===== src/rtl/acc_cpu_mc.sv =====
// Multi-cycle accumulator processor: FETCH/EXEC sequencer, iterative restoring divider,
// one-level CALL/RET link and a program store that is loadable while the core is parked.
module acc_cpu_mc #(
   parameter int DATA_W = 8,
   parameter int ADDR_W = 4
) (
   input  logic                  clk,
   input  logic                  rstn,
   input  logic                  start,
   input  logic                  pause,
   input  logic                  prog_we,
   input  logic [ADDR_W-1:0]     prog_addr,
   input  logic [ADDR_W+3:0]     prog_wdata,
   output logic [DATA_W-1:0]     acc,
   output logic [DATA_W-1:0]     ext,
   output logic                  cb,
   output logic [ADDR_W-1:0]     pc,
   output logic                  busy,
   output logic                  halted
);
   localparam int INSTR_W = 4 + ADDR_W;
   localparam int DEPTH   = 1 << ADDR_W;
   localparam int CNT_W   = $clog2(DATA_W + 1);

   typedef enum logic [2:0] {S_IDLE, S_FETCH, S_EXEC, S_DIV, S_HALT} state_t;

   state_t              state_r;
   logic [INSTR_W-1:0]  prog_mem_r [DEPTH];
   logic [DATA_W-1:0]   rf_r [DEPTH];
   logic [INSTR_W-1:0]  ir_r;
   logic [ADDR_W-1:0]   link_r;
   logic [DATA_W:0]     div_rem_r;
   logic [DATA_W-1:0]   div_quo_r;
   logic [DATA_W-1:0]   div_dvs_r;
   logic [CNT_W-1:0]    div_cnt_r;

   logic [3:0]          opc_s;
   logic [ADDR_W-1:0]   opnd_s;
   logic [DATA_W-1:0]   ri_s;
   logic                parked_s;
   logic [DATA_W:0]     div_shift_s;
   logic [DATA_W:0]     div_trial_s;
   logic [DATA_W:0]     div_rem_nx_s;
   logic [DATA_W-1:0]   div_quo_nx_s;

   assign opc_s    = ir_r[INSTR_W-1 -: 4];
   assign opnd_s   = ir_r[ADDR_W-1:0];
   assign ri_s     = rf_r[opnd_s];
   assign parked_s = (state_r == S_IDLE) || (state_r == S_HALT);

   // One restoring-division step; a zero divisor never borrows, giving all-ones / original acc
   always_comb begin
      div_shift_s = {div_rem_r[DATA_W-1:0], div_quo_r[DATA_W-1]};
      div_trial_s = div_shift_s - {1'b0, div_dvs_r};
      if (div_trial_s[DATA_W]) begin
         div_rem_nx_s = div_shift_s;
         div_quo_nx_s = {div_quo_r[DATA_W-2:0], 1'b0};
      end else begin
         div_rem_nx_s = div_trial_s;
         div_quo_nx_s = {div_quo_r[DATA_W-2:0], 1'b1};
      end
   end

   // Program store write port, not reset
   always_ff @(posedge clk) begin
      if (prog_we && parked_s) begin
         prog_mem_r[prog_addr] <= prog_wdata;
      end
   end

   // Sequencer, datapath and register file
   always_ff @(posedge clk or negedge rstn) begin
      if (!rstn) begin
         state_r   <= S_IDLE;
         acc       <= DATA_W'(0);
         ext       <= DATA_W'(0);
         cb        <= 1'b0;
         pc        <= ADDR_W'(0);
         busy      <= 1'b0;
         halted    <= 1'b0;
         ir_r      <= INSTR_W'(0);
         link_r    <= ADDR_W'(0);
         div_rem_r <= (DATA_W+1)'(0);
         div_quo_r <= DATA_W'(0);
         div_dvs_r <= DATA_W'(0);
         div_cnt_r <= CNT_W'(0);
         for (int i = 0; i < DEPTH; i++) begin
            rf_r[i] <= DATA_W'(i);
         end
      end else begin
         case (state_r)
            S_IDLE, S_HALT: begin
               if (start) begin
                  state_r <= S_FETCH;
                  pc      <= ADDR_W'(0);
                  busy    <= 1'b1;
                  halted  <= 1'b0;
               end
            end
            S_FETCH: begin
               if (!pause) begin
                  ir_r    <= prog_mem_r[pc];
                  pc      <= pc + ADDR_W'(1);
                  state_r <= S_EXEC;
               end
            end
            S_EXEC: begin
               state_r <= S_FETCH;
               case (opc_s)
                  4'h0: begin
                     case (opnd_s)
                        ADDR_W'(1): acc <= {acc[DATA_W-2:0], 1'b0};
                        ADDR_W'(2): acc <= {1'b0, acc[DATA_W-1:1]};
                        ADDR_W'(3): acc <= {acc[0], acc[DATA_W-1:1]};
                        ADDR_W'(4): acc <= {acc[DATA_W-2:0], acc[DATA_W-1]};
                        ADDR_W'(5): acc <= {acc[DATA_W-1], acc[DATA_W-1:1]};
                        ADDR_W'(6): {cb, acc} <= {1'b0, acc} + (DATA_W+1)'(1);
                        ADDR_W'(7): {cb, acc} <= {1'b0, acc} - (DATA_W+1)'(1);
                        default: begin
                        end
                     endcase
                  end
                  4'h1: {cb, acc} <= {1'b0, acc} + {1'b0, ri_s};
                  4'h2: {cb, acc} <= {1'b0, acc} - {1'b0, ri_s};
                  4'h3: {ext, acc} <= {{DATA_W{1'b0}}, acc} * {{DATA_W{1'b0}}, ri_s};
                  4'h4: begin
                     // divisor is captured here so a later STA cannot disturb the iteration
                     div_quo_r <= acc;
                     div_rem_r <= (DATA_W+1)'(0);
                     div_dvs_r <= ri_s;
                     div_cnt_r <= CNT_W'(0);
                     cb        <= (ri_s == DATA_W'(0));
                     state_r   <= S_DIV;
                  end
                  4'h5: acc <= acc & ri_s;
                  4'h6: acc <= acc ^ ri_s;
                  4'h7: cb <= (acc < ri_s);
                  4'h8: begin
                     if (cb) begin
                        pc <= opnd_s;
                     end
                  end
                  4'h9: acc <= ri_s;
                  4'hA: rf_r[opnd_s] <= acc;
                  4'hB: pc <= opnd_s;
                  4'hC: begin
                     link_r <= pc;
                     pc     <= opnd_s;
                  end
                  4'hD: pc <= link_r;
                  4'hF: begin
                     state_r <= S_HALT;
                     busy    <= 1'b0;
                     halted  <= 1'b1;
                  end
                  default: begin
                  end
               endcase
            end
            S_DIV: begin
               div_rem_r <= div_rem_nx_s;
               div_quo_r <= div_quo_nx_s;
               div_cnt_r <= div_cnt_r + CNT_W'(1);
               if (div_cnt_r == CNT_W'(DATA_W - 1)) begin
                  acc     <= div_quo_nx_s;
                  ext     <= div_rem_nx_s[DATA_W-1:0];
                  state_r <= S_FETCH;
               end
            end
            default: begin
               state_r <= S_IDLE;
               busy    <= 1'b0;
               halted  <= 1'b0;
            end
         endcase
      end
   end
endmodule

===== config.mk =====
export PLATFORM = sky130hd
export DESIGN_NAME = acc_cpu_mc
export DESIGN_NICKNAME = d
export VERILOG_FILES = /design/src/rtl/acc_cpu_mc.sv
export SDC_FILE = /design/constraint.sdc
export NUM_CORES = 1
export LEC_CHECK = 0
export ABC_AREA = 1
export BUFFER_PORTS_ARGS = -buffer_cell sky130_fd_sc_hd__buf_2
export CAP_MARGIN = 20
export CORE_MARGIN = 2
export CORE_UTILIZATION = 30
export DETAILED_ROUTE_END_ITERATION = 7
export PLACE_DENSITY = 0.54
export SYNTH_ARGS = -nofsm -noshare
export SYNTH_HDL_FRONTEND = slang
export SYNTH_SLANG_ARGS = --single-unit
export TNS_END_PERCENT = 10

===== constraint.sdc =====
create_clock -name clk -period 5.6 [get_ports clk]
set_input_delay 0.28 -clock clk [delete_from_list [all_inputs] [get_ports clk]]
set_output_delay 0.28 -clock clk [all_outputs]
set_load 0.005 [all_outputs]

==> results.sh <==
export IMPL_insertion_delay_ns=0.54
export IMPL_cts_tree="built"
export IMPL_diodes=0
export IMPL_design_area_um2=20760
export IMPL_layout_drive_gt1_share=0.1130
export IMPL_core_um2=60020
export IMPL_critPathMaxStageDelay_ns=0.54
export IMPL_drv_slew=0
export IMPL_seq_power_share=0.300
export IMPL_ys_warn_count=0
export IMPL_row_count=90
export IMPL_switchingPower_mw=4.532
export IMPL_hold_violations=0
export IMPL_die_height_um=249.6
export IMPL_synthesis_area_um2=18090
export IMPL_ir_worst_vdd_v=0.0002577
export IMPL_crit_buf_inv=6
export IMPL_crit_family="adder cells"
export IMPL_internal_power_mw=5.815
export IMPL_fin_skew_ns=0.01724
export IMPL_worst_path_max_fanout=40
export IMPL_cts_root_buf="clkbuf_16"
export IMPL_cp_depth=26
export IMPL_placed_area_um2=19310
export IMPL_r2r_end="ext[3]"
export IMPL_cts_sinks=322
export IMPL_crit_path_end_kind="flip-flop"
export IMPL_ys_seq_area_frac=0.4830
export IMPL_setup_viol=0
export IMPL_synthAdderAreaFrac=0.08741
export IMPL_ctsHtreeMaxLevel=2
export IMPL_swShare=0.4380
export IMPL_tightestPinTransition_ns=0.9593
export IMPL_first_pass_iters=5
export IMPL_ys_types=50
export IMPL_synth_top_area_frac=0.2241
export IMPL_layout_common_cells="nand2_1, nor2_1, o21ai_0"
export IMPL_cts_buffers=37
export IMPL_min_delay_start="prog_wdata[4]"
export IMPL_viasPerCell=4.960
export IMPL_synth_top_family_by_area="simple AND/OR/NAND/NOR gates"
export IMPL_grt_max_degree=78
export IMPL_cp_start_kind="flip-flop"
export IMPL_final_common_cell="nand2_1"
export IMPL_synth_area_leaders="dfrtp_1, edfxtp_1, nand2_1"
export IMPL_crit_path_end="ext[3]"
export IMPL_power_mw=10.35
export IMPL_fin_nets=2339
export IMPL_fmax_mhz=186.8
export IMPL_path_clk_slew_ns=0.06
export IMPL_worstSetupStartpoint="ir_r[0]"
export IMPL_maxSlewHeadroom=0.3605
export IMPL_ff2ff_setup_slack_ns=0.25
export IMPL_synthCells=2176
export IMPL_fin_tns_setup_ns=0
export IMPL_synth_compound_area_frac=0.1299
export IMPL_reg2regPathDepth=26
export IMPL_io_pins=40
export IMPL_slowest_stage="fa_1"
export IMPL_grt_util_all_layers=0.1749
export IMPL_power_density_nw_per_um2=498.4
export IMPL_synthesis_nets=2296
export IMPL_avgRoutedWirePerCell_um=17.96
export IMPL_portBuffers=39
export IMPL_drt_iter0_markers=1317
export IMPL_gp_congestion=0.9007
export IMPL_clkPwrFrac=0.241
export IMPL_status="finished clean"
export IMPL_cts_path_max_buffers=3
export IMPL_p_leak_nw=9.328
export IMPL_synth_xor_area_frac=0.005325
export IMPL_fillers=6161
export IMPL_regToRegStartpoint="ir_r[0]"
export IMPL_grt_pass1_wl_mm=86.43
export IMPL_synth_mux_area_frac=0
export IMPL_crit_top_cell="nand2_1"
export IMPL_p_comb_frac=0.459
export IMPL_remaining_drc_errors=0
export IMPL_antenna_found_initial=0
export IMPL_arrival_ns=5.81
export IMPL_rsz0062_at_grt="true"
export IMPL_grt_pass1_vias=14950
export IMPL_required_ns=6.06
export IMPL_num_vias=15030
export IMPL_area_delta_synth_final_pct=14.74
export IMPL_synthSimpleGateAreaFrac=0.2333
export IMPL_drt_wl_total_mm=54.40
export IMPL_start_util=0.3015
export IMPL_cap_violations=0
export IMPL_gr_total_overflow=0
export IMPL_syn_area_per_cell_um2=8.315
export IMPL_die_x_um=249.6
export IMPL_dp_hpwl_mm=37.88
export IMPL_synth_top_area_cell="dfrtp_1"
export IMPL_die_area_um2=62290
export IMPL_ant_nets=0
export IMPL_fin_crit_sh=0.9560
export IMPL_min_period_ns=5.354
export IMPL_hp_class="primary input to flip-flop"
export IMPL_ys_ff_latch=322
export IMPL_worstSetupPathType="flip-flop to flip-flop"
[kinds of logic (layout without fill, tap and decap cells)]
group,Yosys count,count (layout)
xor+xnor,11,11
buf+inv,280,351
fa+ha+maj,103,103
compound gates,421,421
simple gates,1039,1039
flops,322,322
[area by class of cell]
type                    instances  area [µm²]  area share
multi-input cells            1574        8304      0.4000
clock inverters                20       226.5     0.01091
flip-flops and latches        322        8741      0.4210
repair buffers                107       815.8     0.03930
inverters                     177       669.4     0.03224
clock buffers                  47        1025     0.04936
well taps                     782       978.4     0.04713
[timing repair]
item / CTS / global route
hold endpoints to repair: 50 / 0
endpoints found under the setup margin: 0 / 10
gates resized for setup: 0 / 24
buffers inserted: 0 / 11
hold buffers: 1 / 0
[worst min path at each step]
stage | to | slack, ns | depth (start not counted)
after floorplan | acc[0] | -0.02 | 0
after global placement | ext[6] | 0.31 | 1
after detailed placement | ext[6] | 0.31 | 1
after CTS | state_r[0] | 0.11 | 3
after global routing | prog_mem_r[9][0] | 0.15 | 1
final | prog_mem_r[5][4] | 0.14 | 1
[Yosys cell counts, drive strengths merged]
cell / instances
dfstp: 32
a21boi: 8
nor2: 254
inv: 172
xor2: 6
a31oi: 11
a41oi: 1
o21ai: 261
and3: 1
edfxtp: 128
o31ai: 3
a211oi: 1
a22o: 1
buf: 30
xnor2: 5
o21bai: 1
nor4: 1
nand3: 87
clkinv: 5
o211ai: 21
ha: 64
o22ai: 17
nand3b: 1
nand4: 17
fa: 39
o2111ai: 1
a22oi: 1
o21a: 1
or2: 4
a21oi: 65
o221ai: 26
clkbuf: 73
a21o: 1
o311ai: 1
dfrtp: 162
nand2: 660
nor3: 13
nor3b: 1
[sequential cells by signal, indices dropped and copies added, names as in the netlist, 8 cells and up]
| signal | count |
|---|---|
| acc | 8 |
| div_dvs_r | 8 |
| div_quo_r | 8 |
| div_rem_r | 8 |
| ext | 8 |
| ir_r | 8 |
| prog_mem_r | 128 |
| rf_r | 128 |
[power by group through the flow]
stage	Sequential, mW	Combinational [mW]	Clock (mW)
global placement	3.13	4.59	0
global route	3.15	5.32	2.64
detailed placement	3.13	4.63	0
CTS	3.10	4.65	2.56
floorplan	3.08	3.00	0
finish	3.10	4.75	2.49
[routing by layer]
| layer | global-route usage | wire length [µm] | vias to the layer above | part of all wire |
|---|---|---|---|---|
| li1 | - | - | 7275 | - |
| met1 | 0.2446 | 25350 | 7240 | 0.47 |
| met2 | 0.2823 | 24770 | 435 | 0.46 |
| met3 | 0.02576 | 3105 | 75 | 0.057 |
| met4 | 0.04802 | 1182 | 0 | 0.022 |
| met5 | 0 | 0 | - | 0 |
[per-stage QoR]
step	util	instances	worst slack [ns]	hold WS (ns)
3_5_place_dp	0.3218	2949	0.05923	0.3078
5_1_grt	0.3459	3029	-0.03764	0.1484
4_1_cts	0.3428	3017	0.03421	0.1132
3_3_place_gp	0.3218	2949	0.1383	0.3069
6_report	0.3459	3029	0.2465	0.1425
2_1_floorplan	-	2176	0.5770	-0.01559
(Power assumes the default switching activity.)
